## src/rtl/acc_arb_pkg.sv

```systemverilog
// acc_arb_pkg: shared FSM/op types and width helper for the accelerator memory arbiter
package acc_arb_pkg;

    typedef enum logic [1:0] {IDLE, ISSUE, WAIT, RESP} arb_state_t;

    typedef enum logic {ARB_OP_READ, ARB_OP_WRITE} arb_op_t;

    function automatic int idx_width(input int n);
        return (n > 1) ? $clog2(n) : 1;
    endfunction

endpackage

```

## src/rtl/acc_rr_picker.sv

```systemverilog
// acc_rr_picker: combinational request picker, round-robin from ptr+1 or fixed lowest-index
//   req [NUM_ACC] in  : pending requests
//   ptr [IW]      in  : last served client; the search starts one past it
//   any           out : at least one request pending
//   idx [IW]      out : chosen client
//   ACC_ARB_FIXED_PRIO_EN selects fixed priority (lowest index wins, ptr ignored)
module acc_rr_picker import acc_arb_pkg::*; #(
    parameter int NUM_ACC = 2,
    localparam int IW = idx_width(NUM_ACC)
) (
    input  logic [NUM_ACC-1:0] req,
    input  logic [IW-1:0]      ptr,
    output logic               any,
    output logic [IW-1:0]      idx
);
    always_comb begin
        any = |req;
        idx = '0;
`ifdef ACC_ARB_FIXED_PRIO_EN
        for (int k = NUM_ACC - 1; k >= 0; k--)
            idx = req[k] ? IW'(k) : idx;
`else
        // Walk backwards so the client closest after ptr is the last (winning) assignment.
        for (int k = NUM_ACC; k >= 1; k--)
            idx = req[(int'(ptr) + k) % NUM_ACC] ? IW'((int'(ptr) + k) % NUM_ACC) : idx;
`endif
    end
endmodule

```

## src/rtl/acc_mem_arbiter.sv

```systemverilog
// acc_mem_arbiter: shares the accelerator Data Memory port among NUM_ACC clients, one op at a time
//   clk, rst_n            : clock, synchronous active-low reset
//   acc_read_en/addr      : per-client read requests (addr packed i*ADDR_SIZE)
//   acc_write_en/addr/data: per-client write requests (packed per client)
//   acc_read_data         : registered read line, held until the next capture
//   acc_read_valid        : 1-cycle pulse to the served reader
//   acc_write_done        : 1-cycle pulse to the served writer
//   cpu_mem_req           : CPU owns memory; blocks new grants
//   mem_read_*/mem_write_*: memory port (registered strobes, addr, data)
//   ACC_ARB_FIXED_PRIO_EN : fixed priority arbitration instead of round-robin
module acc_mem_arbiter #(
    parameter int NUM_ACC          = 2,
    parameter int ADDR_SIZE        = 16,
    parameter int READ_DATA_SIZE   = 512,
    parameter int WRITE_DATA_SIZE  = 32,
    parameter int MEM_READ_LATENCY = 1
) (
    input  logic                               clk,
    input  logic                               rst_n,
    input  logic [NUM_ACC-1:0]                 acc_read_en,
    input  logic [NUM_ACC*ADDR_SIZE-1:0]       acc_read_addr,
    input  logic [NUM_ACC-1:0]                 acc_write_en,
    input  logic [NUM_ACC*ADDR_SIZE-1:0]       acc_write_addr,
    input  logic [NUM_ACC*WRITE_DATA_SIZE-1:0] acc_write_data,
    output logic [READ_DATA_SIZE-1:0]          acc_read_data,
    output logic [NUM_ACC-1:0]                 acc_read_valid,
    output logic [NUM_ACC-1:0]                 acc_write_done,
    input  logic                               cpu_mem_req,
    output logic                               mem_read_en,
    output logic [ADDR_SIZE-1:0]               mem_read_addr,
    input  logic [READ_DATA_SIZE-1:0]          mem_read_data,
    output logic                               mem_write_en,
    output logic [ADDR_SIZE-1:0]               mem_write_addr,
    output logic [WRITE_DATA_SIZE-1:0]         mem_write_data
);
    import acc_arb_pkg::*;

    localparam int IW = idx_width(NUM_ACC);
    localparam int CW = idx_width(MEM_READ_LATENCY);

    arb_state_t                 state_q, state_d;
    arb_op_t                    op_q, op_d;
    logic [IW-1:0]              g_q, g_d, rr_ptr_q, rr_ptr_d;
    logic [ADDR_SIZE-1:0]       addr_q, addr_d;
    logic [WRITE_DATA_SIZE-1:0] wdata_q, wdata_d;
    logic [CW-1:0]              cnt_q, cnt_d;
    logic [READ_DATA_SIZE-1:0]  rdata_q, rdata_d;
    logic [NUM_ACC-1:0]         valid_q, valid_d, done_q, done_d;
    logic                       rd_en_q, rd_en_d, wr_en_q, wr_en_d;
    logic [ADDR_SIZE-1:0]       rd_addr_q, rd_addr_d, wr_addr_q, wr_addr_d;
    logic [WRITE_DATA_SIZE-1:0] wr_data_q, wr_data_d;
    logic                       pick_any;
    logic [IW-1:0]              pick_idx;
    logic [NUM_ACC-1:0]         g_onehot;

    acc_rr_picker #(.NUM_ACC(NUM_ACC)) u_picker (
        .req (acc_read_en | acc_write_en),
        .ptr (rr_ptr_q),
        .any (pick_any),
        .idx (pick_idx)
    );

    assign g_onehot = NUM_ACC'(1) << g_q;

    // Memory strobes and response pulses are computed one cycle early so they
    // come out of flops aligned with the ISSUE and RESP states.
    always_comb begin
        state_d   = state_q;
        op_d      = op_q;
        g_d       = g_q;
        rr_ptr_d  = rr_ptr_q;
        addr_d    = addr_q;
        wdata_d   = wdata_q;
        cnt_d     = cnt_q;
        rdata_d   = rdata_q;
        valid_d   = '0;
        done_d    = '0;
        rd_en_d   = 1'b0;
        wr_en_d   = 1'b0;
        rd_addr_d = '0;
        wr_addr_d = '0;
        wr_data_d = '0;
        case (state_q)
            IDLE: if (!cpu_mem_req && pick_any) begin
                g_d       = pick_idx;
                op_d      = acc_read_en[pick_idx] ? ARB_OP_READ : ARB_OP_WRITE;
                addr_d    = (op_d == ARB_OP_READ) ? acc_read_addr[pick_idx*ADDR_SIZE +: ADDR_SIZE]
                                                  : acc_write_addr[pick_idx*ADDR_SIZE +: ADDR_SIZE];
                wdata_d   = acc_write_data[pick_idx*WRITE_DATA_SIZE +: WRITE_DATA_SIZE];
                rd_en_d   = (op_d == ARB_OP_READ);
                wr_en_d   = (op_d == ARB_OP_WRITE);
                rd_addr_d = rd_en_d ? addr_d : '0;
                wr_addr_d = wr_en_d ? addr_d : '0;
                wr_data_d = wr_en_d ? wdata_d : '0;
                state_d   = ISSUE;
            end
            ISSUE: begin
                cnt_d   = '0;
                done_d  = (op_q == ARB_OP_WRITE) ? g_onehot : '0;
                state_d = (op_q == ARB_OP_READ) ? WAIT : RESP;
            end
            WAIT: if (cnt_q == CW'(MEM_READ_LATENCY - 1)) begin
                rdata_d = mem_read_data;
                valid_d = g_onehot;
                state_d = RESP;
            end else begin
                cnt_d = cnt_q + 1'b1;
            end
            RESP: begin
                rr_ptr_d = g_q;
                state_d  = IDLE;
            end
            default: state_d = IDLE;
        endcase
    end

    always_ff @(posedge clk) begin
        if (!rst_n) begin
            state_q   <= IDLE;
            op_q      <= ARB_OP_READ;
            g_q       <= '0;
            rr_ptr_q  <= IW'(NUM_ACC - 1);
            addr_q    <= '0;
            wdata_q   <= '0;
            cnt_q     <= '0;
            rdata_q   <= '0;
            valid_q   <= '0;
            done_q    <= '0;
            rd_en_q   <= 1'b0;
            wr_en_q   <= 1'b0;
            rd_addr_q <= '0;
            wr_addr_q <= '0;
            wr_data_q <= '0;
        end else begin
            state_q   <= state_d;
            op_q      <= op_d;
            g_q       <= g_d;
            rr_ptr_q  <= rr_ptr_d;
            addr_q    <= addr_d;
            wdata_q   <= wdata_d;
            cnt_q     <= cnt_d;
            rdata_q   <= rdata_d;
            valid_q   <= valid_d;
            done_q    <= done_d;
            rd_en_q   <= rd_en_d;
            wr_en_q   <= wr_en_d;
            rd_addr_q <= rd_addr_d;
            wr_addr_q <= wr_addr_d;
            wr_data_q <= wr_data_d;
        end
    end

    assign acc_read_data  = rdata_q;
    assign acc_read_valid = valid_q;
    assign acc_write_done = done_q;
    assign mem_read_en    = rd_en_q;
    assign mem_read_addr  = rd_addr_q;
    assign mem_write_en   = wr_en_q;
    assign mem_write_addr = wr_addr_q;
    assign mem_write_data = wr_data_q;
endmodule
```

## config.mk

```make
export PLATFORM = sky130hd
export DESIGN_NAME = acc_mem_arbiter
export DESIGN_NICKNAME = d
export VERILOG_FILES = /design/src/rtl/acc_arb_pkg.sv /design/src/rtl/acc_rr_picker.sv /design/src/rtl/acc_mem_arbiter.sv
export SDC_FILE = /design/constraint.sdc
export NUM_CORES = 1
export LEC_CHECK = 0
export ABC_AREA = 1
export CAP_MARGIN = 20
export CORE_AREA = 10 10 466 468
export CTS_BUF_LIST = sky130_fd_sc_hd__clkbuf_8
export DETAILED_ROUTE_END_ITERATION = 10
export DIE_AREA = 0 0 476 478
export SYNTH_ARGS = -nofsm -noshare
export SYNTH_HDL_FRONTEND = slang
export SYNTH_SLANG_ARGS = --single-unit
```

## constraint.sdc

```tcl
create_clock -name clk -period 2.08 [get_ports clk]
set_input_delay 0.416 -clock clk [delete_from_list [all_inputs] [get_ports clk]]
set_output_delay 0.416 -clock clk [all_outputs]
set_load 0.03 [all_outputs]
```

# ---- Word level (Yosys, flattened, before mapping)
# Index checks and enable logic that the tools add are counted.
dict set report word_totals {
  regBits 588
  latchBits 0
  mem_bits_rw 0
  romBits 0
  input_bits 647
  out_inout_bits 582
  word_cells 67
  memories 0
}
dict set report op_classes {
  n_addsub 3
  n_mul 0
  div 0
  magnitude_cmp 3
  n_eq_ne 5
  shift 4
  n_mux 18
  n_bitwise 8
  reduce_logical 13
}
# operator count
set ops {}
lappend ops {{$shiftx A32 B6 Y16} 2}
lappend ops {{$shiftx A64 B7 Y32} 1}
lappend ops {{$mux W16} 1}
lappend ops {{$mux W1} 13}
lappend ops {{$pmux W2 S4} 1}
lappend ops {{$lt A2 B3 Y1 const B} 2}
lappend ops {{$reduce_and A2 Y1} 3}
lappend ops {{$reduce_and A3 Y1} 2}
lappend ops {{$not A1 Y1} 5}
lappend ops {{$eq A2 B2 Y1 const B} 2}
lappend ops {{$mux W2} 2}
lappend ops {{$ne A2 B2 Y1 const B} 2}
lappend ops {{$reduce_and A4 Y1} 1}
lappend ops {{$reduce_or A4 Y1} 1}
lappend ops {{$add A1 B1 Y1 const B} 3}
lappend ops {{$reduce_or A3 Y1} 1}
lappend ops {{$and A1 B1 Y1 const A} 2}
lappend ops {{$eq A2 B1 Y1 const B} 1}
lappend ops {{$logic_not A2 Y1} 1}
lappend ops {{$lt A1 B2 Y1 const B} 1}
lappend ops {{$or A2 B2 Y2} 1}
lappend ops {{$pmux W1 S2} 1}
lappend ops {{$reduce_bool A2 Y1} 1}
lappend ops {{$reduce_or A2 Y1} 1}
lappend ops {{other kinds (3)} 3}

# ---- Longest topological paths before layout
dict set report logic_depth {
  ltp_word 10
  depth_mapped 10
}

# ---- Modules after synthesis
# Synthesis repeated with hierarchy kept, for this count alone.
dict set report hier_totals {
  hier_cells 2658
  hier_area_um2 20911.3
}
# mod instances cells_each area_per_inst_um2
set by_module_without_submodules {}
lappend by_module_without_submodules {acc_mem_arbiter 1 2655 20896.3}
lappend by_module_without_submodules {acc_rr_picker 1 3 15.0}

# ---- Worst setup path after synthesis
# OpenSTA, ideal clock, no wires.
dict set report synth_path {
  path_type {reg-to-reg}
  start {register state_q[0]}
  end {register rdata_q[413] (netlist: acc_read_data[413])}
  setup_time_ns 0.065
  arrival_ns 1.550
  required_ns 2.015
  path_slack_ns 0.466
  path_stages_with_launch 10
  n_path_buf 4
  period_less_slack_ns 1.614
  cell_sequence {dfxtp_1 inv_1 ha_1 buf_2 buf_2 inv_2 buf_2 buf_2 nor2_1 nor2_1}
}
dict set report synth_via {
  elab_chain_len 2
}
# element line
set synth_lines {}
lappend synth_lines {{start: declaration} acc_mem_arbiter.sv:41} ;# arb_state_t state_q, state_d;
lappend synth_lines {{start signal: assignment} acc_mem_arbiter.sv:135} ;# state_q <= state_d;
lappend synth_lines {{$eq A2 B2 Y1} acc_mem_arbiter.sv:83} ;# case (state_q)
lappend synth_lines {{$reduce_and A2 Y1 (no source line)} -}
lappend synth_lines {{end signal: assignment} acc_mem_arbiter.sv:142} ;# rdata_q <= rdata_d;
lappend synth_lines {{end: declaration} acc_mem_arbiter.sv:47} ;# logic [READ_DATA_SIZE-1:0] rdata_q, rdata_d;
# No other way between the ends.
# A chain may end at the register's enable or synchronous reset.

# ---- Final worst setup path
dict set report layout_path {
  start {register rdata_q[167] (netlist: acc_read_data[167])}
  end {output port acc_read_data[167]}
}
# element line
set layout_rtl {}
lappend layout_rtl {{end: declaration} acc_mem_arbiter.sv:25} ;# output logic [READ_DATA_SIZE-1:0] acc_read_data,
# No word-level cell between the ends.

==> summary by stage <==
Power and ir drop
The sequential share of power is 0.298. The part of the power in the clock network is 0.242. The internal power component is 30.0 mW. The total design power is between 50 and 60 mW. The power per cell area is 1430 nW/um2.

The worst-case vdd ir drop is 0.633 mV. The part of the total power dissipated in combinational logic is 0.460. The proportion of total power due to net switching is 0.465. The cell leakage power is 16.6 nW. The switching power summed over all nets is ~26 mW.

STA
The slew of the pin with the lowest slew margin is approximately 0.65 ns. The worst pin sits at a relative slew slack of 0.566. The timing-limited maximum frequency is roughly 510 MHz. Setup violations remaining at the end of the flow were counted as 0. For the final routed database, the setup TNS stands at 0 ns. Dividing the final minimum period by the clock period gives 0.947.

The max-slew violation total from the final report is 0. Setup repair after global routing left no endpoint under its margin. Between clock sinks in the finished design, the worst skew comes to 0.0264 ns. The worst path needs approximately 2.0 ns of the cycle, external delays included. The number of hold-slack violations in the final timing report is 0. The final hold slack is around 0.12 ns.

Synth
The most used standard cell by instance count after synthesis is sky130_fd_sc_hd__nor2_1. Each instance of the synthesized netlist takes up on average roughly 7.8 um2. The share of synthesized area in the top cell type comes to 0.568. The share of async-settable or async-resettable flops after synthesis is 0. For this run, the register share of the synthesized area comes to 0.568. In the synthesized netlist the dominant register cell turns out to be sky130_fd_sc_hd__dfxtp_1. After synthesis, the most frequently instantiated cells are sky130_fd_sc_hd__nor2_1 (1060), sky130_fd_sc_hd__dfxtp_1 (587), sky130_fd_sc_hd__o21ai_0 (516). The Yosys step of the flow raised 0 warnings. The post-synthesis instance total is about 2600.

The library cell occupying the most area in the post-synthesis netlist is sky130_fd_sc_hd__dfxtp_1. In the post-synthesis netlist, the biggest area contributors are sky130_fd_sc_hd__dfxtp_1 (57%), sky130_fd_sc_hd__nor2_1 (19%), sky130_fd_sc_hd__o21ai_0 (12%), sky130_fd_sc_hd__clkbuf_1 (2.2%), sky130_fd_sc_hd__nand2_1 (2.1%). In this run, synthesis inferred 0 flip-flops with an integrated enable. The total of flip-flops plus latches after synthesis is ~590.

The synthesized area is 20700 um2. The number of nets handed over by synthesis was 3295. The number of distinct standard cells referenced by the synthesized netlist is 26.

Floorplan
The die height is around 480 um. The site row count is around 170. The area of the core region is ~210000 um2. Pin placement for this block handled around 1200 I/O pins. The initial cell density of the core is 0.0993. The die covers 228000 um2.

The width of the die is around 480 um.

CTS
The number of clock buffers added by TritonCTS is 120. The clock passes through at most 3 buffers. The clock network latency to the later pin of the worst-skew pair is about 0.9 ns. The H-tree was split into 3 levels. TritonCTS built the clock tree. Once the clock tree was built, the setup fixing pass inserted 0 buffers. The cell at the root of the clock tree is sky130_fd_sc_hd__clkbuf_8.

The total clock sinks is ~600. The register clock-pin slew on the reported worst setup and hold paths is about 0.060 ns.

Routing
The total DRC errors in the routed layout is 0. The count of vias placed by the detailed router is approximately 25000. The via density per instance is about 3.5. The count of nets left with antenna violations once routing finished came out at 0.

The number of iterations in the first detailed-routing pass is 5. After the first detailed-routing iteration, the DRC count stood at ~1500. Summed over all layers, the routed wires come to ~210000 um. After detailed routing, the average wire length per cell comes to between 30 and 40 um.

Global route
The pin count of the biggest net entering global routing is roughly 130. The initial antenna violation count is roughly 280. The first global-routing pass estimated 261000 um of wire. For this run, the total global-route usage over all layers was measured as 0.174. The global route total overflow is 0. The via count of the first global-routing pass is 24600.

Run
The number of max-cap violations is 0.

Setup path
The delay of the slowest cell on the worst path is about 0.36 ns. The kind of critical path is flop to output port. The buffering stage count on the worst path with inverters included is 1. In this run the critical register-to-register path is launched from state_q[0]. The worst endpoint data arrival time is 1.55 ns. The required time at the endpoint of the critical path is around 1.7 ns.

The worst setup path is captured at an output port. The largest driver fanout on the critical path is 2. Grouping stages by cell kind, the critical path spends the most delay in flip-flops. The slowest stage of the critical path belongs to the cell sky130_fd_sc_hd__dfxtp_1.

The startpoint of the most critical setup path is acc_read_data[167]. The startpoint type of the worst setup path is a flop. The signal on the critical path passes through clkdlybuf4s18_2.

Cells and area
The layout overhead on the synthesized area is 89.4%. The finished layout cell area is 39200 um2. The layout cell share with drive strength beyond 1 is 0.226.

The final net count is between 4000 and 5000.

Hold path
The worst hold path startpoint is acc_write_data[6]. The worst hold path class is input pin to flop.

Placement
The HPWL after detailed placement is between 150000 and 200000 um. The global placement routability congestion is ~0.93. The instance area at placement is between 30000 and 40000 um2. The number of input and output port buffers inserted is 1228.

Outcome
The flow ran to the end, and the final reports show no timing, DRC or antenna violations.
-- power by group through the flow --
stage	Combinational, mW	Sequential (mW)	Clock [mW]
6_report	25.8	16.7	13.6
5_1_grt	27.4	17.1	14.5
4_1_cts	26.6	16.7	14.1
3_5_place_dp	27.8	16.9	0
3_3_place_gp	27.8	16.8	0
2_1_floorplan	6.01	23.6	0
-- cell usage in the layout, fill, tap and decap left out, types with 6 or more instances in the layout --
cell type and instances:
sky130_fd_sc_hd__nor2_1 1060, sky130_fd_sc_hd__clkdlybuf4s50_1 645, sky130_fd_sc_hd__dfxtp_1 583, sky130_fd_sc_hd__o21ai_0 516
sky130_fd_sc_hd__clkdlybuf4s15_2 218, sky130_fd_sc_hd__buf_4 206, sky130_fd_sc_hd__buf_2 198, sky130_fd_sc_hd__clkbuf_8 154
sky130_fd_sc_hd__nand2_1 115, sky130_fd_sc_hd__dlygate4sd3_1 77, sky130_fd_sc_hd__nand3_1 68, sky130_fd_sc_hd__inv_1 59
sky130_fd_sc_hd__diode_2 55, sky130_fd_sc_hd__buf_12 34, sky130_fd_sc_hd__a21oi_2 33, sky130_fd_sc_hd__clkinv_2 22
sky130_fd_sc_hd__clkdlybuf4s18_2 14, sky130_fd_sc_hd__or2_2 8, sky130_fd_sc_hd__bufinv_16 6
-- repair_timing --
| action | 4_1_cts | 5_1_grt |
|---|---|---|
| gates cloned | 0 | 0 |
| endpoints found under the setup margin | 439 | 21 |
| hold buffers | 77 | 0 |
| resized for setup | 1752 | 1 |
| hold endpoints to repair | 77 | 0 |
| pin swaps | 0 | 0 |
-- metal layers --
| layer | part of all wire | GRT usage | vias up | wire (um) |
|---|---|---|---|---|
| li1 | - | - | 11200 | - |
| met1 | 0.34 | 0.165 | 11200 | 69900 |
| met2 | 0.46 | 0.292 | 1361 | 95900 |
| met3 | 0.16 | 0.128 | 525 | 32800 |
| met4 | 0.042 | 0.0603 | 188 | 8690 |
| met5 | 0.0059 | 0 | - | 1220 |
-- path summary, 6_finish.rpt --
kind / endpoint / slack (ns) / cells past startpoint
worst max-delay path: acc_read_data[167] / 0.11 / 1
worst min-delay path: mem_write_data[6] / 0.12 / 3
worst max register to register: acc_read_data[98] / 0.18 / 6
worst min register to register: acc_read_data[125] / 0.49 / 2
-- state kept, by name (all words and copies together), names as in the netlist --
register / count
acc_read_data: 512
mem_write_data: 32
mem_read_addr: 16
mem_write_addr: 16
acc_read_valid: 2
acc_write_done: 2
state_q: 2
g_q: 1
mem_read_en: 1
mem_write_en: 1
op_q: 1
rr_ptr_q: 1
-- through the flow --
stage	instances	setup WS, ns	util
after floorplan	2643	0.466	-
after global routing	6879	0.0000309	0.188
after global placement	6568	-0.0200	0.175
final	6922	0.111	0.188
after detailed placement	6568	-0.0381	0.175
after CTS	6867	0.0000441	0.187
-- cell type report --
| type | instances | area, um2 |
|---|---|---|
| antenna | 55 | 138 |
| clock buffer | 154 | 2120 |
| clock inverter | 68 | 523 |
| fill | 23500 | 169000 |
| inverter | 30 | 121 |
| multi-input combinational | 1829 | 7940 |
| sequential | 587 | 11800 |
| tap | 2805 | 3510 |
| timing repair buffer | 1394 | 13100 |
-- cell families after synthesis --
| logic type | share of synthesized area |
|---|---|
| buffers and inverters | 0.0487 |
| AO/OA/AOI/OAI | 0.141 |
| AND/OR/NAND/NOR | 0.239 |
| flip-flops | 0.568 |
| adder cells (fa/ha/maj) | 0.00302 |
Note: power is estimated with default switching activity, not from simulation.
